File: src/rtl/reg_file_scanner.sv
// Debug/boot sequencer owning the register-file ports while busy: DUMP streams r0..r31 out,
// LOAD writes 31 incoming words into r1..r31. One beat/word per cycle at full throughput.
module reg_file_scanner #(
    parameter int DATA_WIDTH = 32,
    parameter int ADDR_WIDTH = 5
) (
    input  logic                  clk,
    input  logic                  rst,
    input  logic                  dump_req,
    input  logic                  load_req,
    output logic                  busy,
    output logic                  done,
    output logic [ADDR_WIDTH-1:0] rf_raddr,
    input  logic [DATA_WIDTH-1:0] rf_rdata,
    output logic                  rf_wen,
    output logic [ADDR_WIDTH-1:0] rf_waddr,
    output logic [DATA_WIDTH-1:0] rf_wdata,
    output logic                  out_valid,
    input  logic                  out_ready,
    output logic [DATA_WIDTH-1:0] out_data,
    output logic [ADDR_WIDTH-1:0] out_addr,
    output logic                  out_last,
    input  logic                  in_valid,
    output logic                  in_ready,
    input  logic [DATA_WIDTH-1:0] in_data
);

    typedef enum logic [1:0] {IDLE, DUMP, LOAD, DONE} state_t;

    state_t                state;
    state_t                state_nxt;
    logic [ADDR_WIDTH:0]   fcnt;
    logic [ADDR_WIDTH-1:0] wcnt;
    logic                  fetch;
    logic                  last_acc;
    logic                  wr_acc;
    logic                  last_wr;

    // The extra MSB of fcnt marks "every register fetched"
    assign fetch    = (state == DUMP) && (!out_valid || out_ready) && !fcnt[ADDR_WIDTH];
    assign last_acc = (state == DUMP) && out_valid && out_ready && out_last;
    assign wr_acc   = (state == LOAD) && in_valid;
    assign last_wr  = wr_acc && (wcnt == {ADDR_WIDTH{1'b1}});

    always_ff @(posedge clk) begin
        if (rst) begin
            state <= IDLE;
        end else begin
            state <= state_nxt;
        end
    end

    always_comb begin
        state_nxt = state;
        case (state)
            IDLE: begin
                if (dump_req) begin
                    state_nxt = DUMP;
                end else if (load_req) begin
                    state_nxt = LOAD;
                end
            end
            DUMP: if (last_acc) state_nxt = DONE;
            LOAD: if (last_wr) state_nxt = DONE;
            DONE: state_nxt = IDLE;
            default: state_nxt = IDLE;
        endcase
    end

    always_comb begin
        busy     = (state != IDLE);
        done     = (state == DONE);
        in_ready = (state == LOAD);
        rf_raddr = (state == DUMP) ? fcnt[ADDR_WIDTH-1:0] : '0;
    end

    always_ff @(posedge clk) begin
        if (rst) begin
            fcnt      <= '0;
            wcnt      <= ADDR_WIDTH'(1);
            out_valid <= 1'b0;
            out_data  <= '0;
            out_addr  <= '0;
            out_last  <= 1'b0;
            rf_wen    <= 1'b0;
            rf_waddr  <= '0;
            rf_wdata  <= '0;
        end else begin
            // Counters are re-armed for the whole IDLE period, so they are fresh on entry
            if (state == IDLE) begin
                fcnt <= '0;
                wcnt <= ADDR_WIDTH'(1);
            end
            if (fetch) begin
                fcnt <= fcnt + 1'b1;
            end
            if (wr_acc) begin
                wcnt <= wcnt + 1'b1;
            end

            if (state != DUMP) begin
                out_valid <= 1'b0;
                out_last  <= 1'b0;
            end else if (fetch) begin
                out_valid <= 1'b1;
                out_data  <= rf_rdata;
                out_addr  <= fcnt[ADDR_WIDTH-1:0];
                out_last  <= (fcnt[ADDR_WIDTH-1:0] == {ADDR_WIDTH{1'b1}});
            end else if (out_ready) begin
                out_valid <= 1'b0;
                out_last  <= 1'b0;
            end

            // wcnt starts at 1, so a write never targets r0
            rf_wen <= wr_acc;
            if (wr_acc) begin
                rf_waddr <= wcnt;
                rf_wdata <= in_data;
            end
        end
    end

endmodule

File: config.mk
export PLATFORM = sky130hd
export DESIGN_NAME = reg_file_scanner
export DESIGN_NICKNAME = d
export VERILOG_FILES = /design/src/rtl/reg_file_scanner.sv
export SDC_FILE = /design/constraint.sdc
export NUM_CORES = 1
export LEC_CHECK = 0
export BUFFER_PORTS_ARGS = -buffer_cell sky130_fd_sc_hd__buf_2
export CORE_UTILIZATION = 51
export CTS_CLUSTER_DIAMETER = 200
export DETAILED_ROUTE_END_ITERATION = 8
export PLACE_DENSITY = 0.85
export SLEW_MARGIN = 20
export SYNTH_ARGS = -nofsm -noshare
export SYNTH_HDL_FRONTEND = slang
export SYNTH_SLANG_ARGS = --single-unit
File: constraint.sdc
create_clock -name clk -period 5 [get_ports clk]
set_clock_uncertainty 0.1 [all_clocks]
set_input_delay 0.5 -clock clk [delete_from_list [all_inputs] [get_ports clk]]
set_output_delay 0.5 -clock clk [all_outputs]
set_load 0.03 [all_outputs]
==> metrics <==
buffers inserted by post-CTS timing repair=0; synthesized area=3520 µm²; achievable frequency=0.456 GHz; post-layout min period=roughly 2.2 ns; internal power=1.25 mW; Post-layout nets=643; worst-skew pair later-pin latency=~0.33 ns; count of standard-cell rows=29; Synth-to-Final Area Change=26.8%; Post-Synthesis Net Count=510; number of buffers inserted during clock tree synthesis=9; Worst Hold Launch=in_data[18]; routed wire length per instance=between 10 and 15 µm; post-cts resize count=0; path category of the worst min-delay check=in2reg; number of antenna violations at the first check in global routing=0; maximum fanout encountered on the critical timing path=8; number of buffers inserted by port buffering=about 150; slack of the worst reg-to-reg path=3.05 ns; Die Area=approximately 7200 µm²; Critical Path End Type=output pin; Ports=155; grt ovf=0; effective utilization at floorplan=54.2%; fraction of layout instances using a drive strength above 1=31.2%; proportion of synthesized flip-flops having asynchronous set or reset=0%; number of global-route vias before repair=3103; transition time at the pin with the least slew margin=0.759 ns; cell family with the largest share of critical-path delay=buffers and inverters; worst endpoint data arrival time=1.59 ns; leakage dissipation=1.99 nW; number of stages on the worst hold path=3; number of standard cells in the layout, taps in and fillers out=647; clock tree from TritonCTS=done; relative max-transition margin=49.4%; crit-path max cell delay=0.34 ns; synthesis warning total=0; reg-to-reg critical path endpoint=state[0]; hold violation count in the final report=0; final core utilization=slightly below 70%; proportion of power drawn by the clock network=22.1%; DPL Wire Length=5610 µm; post-route DRC violation count=0; initial DRC count=between 150 and 200; count of distinct cell types in the synthesized netlist=34; H-Tree Level Count=3; wire length of the first global-routing pass=approximately 14000 µm; synthesized area per cell=8.15 µm²; power density normalized to cell area=between 400 and 500 nW/µm²; routed via count=3508; number of buffers between clock root and the deepest sink=2; cell total after placement=631; pin count of the biggest net entering global routing=50; die span in y=85.1 µm; routability congestion estimate from global placement=0.763; buffers plus inverters on the worst setup path=3; required time of the critical path=4.40 ns; worst hold slack=0.287 ns; ordered list of cells on the worst path=inv_1 -> ha_1 -> clkinv_1 -> buf_2; critical register-to-register path startpoint=wcnt[1]; kind of launch point of the worst setup path=flop; share of the clock period used by the worst path after layout=43.9%; Reg2Reg Depth=6; portion of total power attributed to combinational logic=35.9%; Total Routed Length=8480 µm; switching power share of the total=39.7%; cell count after synthesis=432; number of enable-type register cells in the synthesized netlist=0; pins over their slew limit=0; worst setup path startpoint=state[0]; max_cap viols=0; Clock Sink Count=90; post-DR vias/cell=5.42; root cell of the clock tree=sky130_fd_sc_hd__clkbuf_8; flip-flop cell with the highest count after synthesis=sky130_fd_sc_hd__dfxtp_1; DR pass1 iterations=4; endpoint with the worst hold slack=rf_wdata[18]; run status=complete, no violations; unrepaired setup endpoints after global routing=no; aggregate global-route resource usage=around 23%; sequential fraction of the synthesis area=51.2%; number of hold buffers added after CTS=0; Ant. Diodes=0; sequential group share of total power=roughly two fifths; maximum VDD drop=217 µV; final setup violation count=0; slowest CP cell=sky130_fd_sc_hd__dfxtp_1; top library cells by usage in the layout, fill and taps aside=154 x sky130_fd_sc_hd__buf_2, 90 x sky130_fd_sc_hd__dfxtp_1, 84 x sky130_fd_sc_hd__a21oi_1; Seq cells post-synth=90; post-detailed-route count of antenna-violating nets=0; commonest non-fill, non-tap cell in the layout=sky130_fd_sc_hd__buf_2; CTS clk-pin slew, worst paths=~0.090 ns; switching power=0.822 mW; area of the placeable core=6490 µm²; category of the critical setup timing path=reg2out; x dimension of the die=85.1 µm; Sum Neg Setup Slack=0 ns
==> power by group through the flow <==
stage	clock network [mW]	logic (mW)	registers [mW]
after floorplan	0	0.381	1.06
after global placement	0	0.728	0.882
after detailed placement	0	0.745	0.885
after CTS	0.469	0.746	0.870
after global routing	0.491	0.809	0.883
final	0.457	0.742	0.870
==> synthesized netlist by cell type (2+ instances only) <==
master,n,area share (%)
sky130_fd_sc_hd__dfxtp_1,90,51
sky130_fd_sc_hd__a21oi_1,84,12
sky130_fd_sc_hd__o21ai_0,19,2.7
sky130_fd_sc_hd__nor2_1,5,0.53
sky130_fd_sc_hd__nand2b_1,4,0.71
sky130_fd_sc_hd__nand3_1,44,6.3
sky130_fd_sc_hd__buf_1,7,0.75
sky130_fd_sc_hd__nand2_1,79,8.4
sky130_fd_sc_hd__and2_1,7,1.2
sky130_fd_sc_hd__mux2i_1,2,0.57
sky130_fd_sc_hd__buf_2,14,2.0
sky130_fd_sc_hd__a311oi_1,2,0.50
sky130_fd_sc_hd__or3_1,3,0.53
sky130_fd_sc_hd__a31oi_1,2,0.36
sky130_fd_sc_hd__o211ai_1,4,0.85
sky130_fd_sc_hd__and3_1,3,0.53
sky130_fd_sc_hd__ha_1,8,2.8
sky130_fd_sc_hd__clkbuf_1,17,1.8
sky130_fd_sc_hd__o21ai_1,20,2.8
sky130_fd_sc_hd__inv_1,4,0.43
==> through the flow <==
| step | cell area, µm² | setup slack, ns | total power [mW] |
|---|---|---|---|
| after CTS | 4460 | 2.80 | 2.08 |
| after global placement | 4270 | 2.70 | 1.61 |
| after floorplan | 3520 | 3.24 | 1.44 |
| after detailed placement | 4280 | 2.81 | 1.63 |
| final | 4460 | 2.81 | 2.07 |
| after global routing | 4460 | 2.70 | 2.18 |
==> sequential cells by signal (all words and copies together), names as in the netlist <==
register,flops
rf_wdata,32
rf_wen,1
rf_waddr,5
fcnt,6
out_last,1
wcnt,5
out_data,32
state,2
out_valid,1
out_addr,5
==> routing by layer <==
layer  up-vias  global-route usage, %  share of wire, %
met2       109                   40.0                49
li1       1750                      -                 -
met5         -                      0                 0
met1      1641                   28.4                45
met4         0                   10.6               1.4
met3         8                   3.40               5.1
==> worst register-to-register path: stages, from the launching register on <==
cell and delay [ns]:
sky130_fd_sc_hd__dfxtp_1 0.39, sky130_fd_sc_hd__ha_1 0.20, sky130_fd_sc_hd__and3_1 0.17, sky130_fd_sc_hd__ha_1 0.14, sky130_fd_sc_hd__nand2_1 0.05, sky130_fd_sc_hd__a222oi_1 0.42, sky130_fd_sc_hd__mux2_1 0.37
==> kinds of logic after synthesis <==
kind of cell,Yosys count,share of synthesized area (%)
multiplexers,3,0.889
AO/OA/AOI/OAI,136,20.4
AND/OR/NAND/NOR,152,19.6
adder cells (fa/ha/maj),8,2.84
buffers and inverters,43,5.08
flip-flops,90,51.2
==> layout make-up <==
cell class                 count  area, µm²
clock inverter                 5       36.3
multi-input combinational    299       1540
clock buffer                  11        151
fill                         549       2030
tap                           77       96.3
timing repair buffer         160        816
inverter                       5       18.8
sequential                    90       1800
==> worst max path at each step <==
stage | slack [ns] | cells after the start | end
floorplan | 3.24 | 6 | state[0]
global placement | 2.70 | 4 | fcnt[3]
detailed placement | 2.81 | 5 | fcnt[2]
CTS | 2.80 | 4 | busy
global route | 2.70 | 4 | busy
finish | 2.81 | 4 | busy
Power figures use the tool's default switching activity.
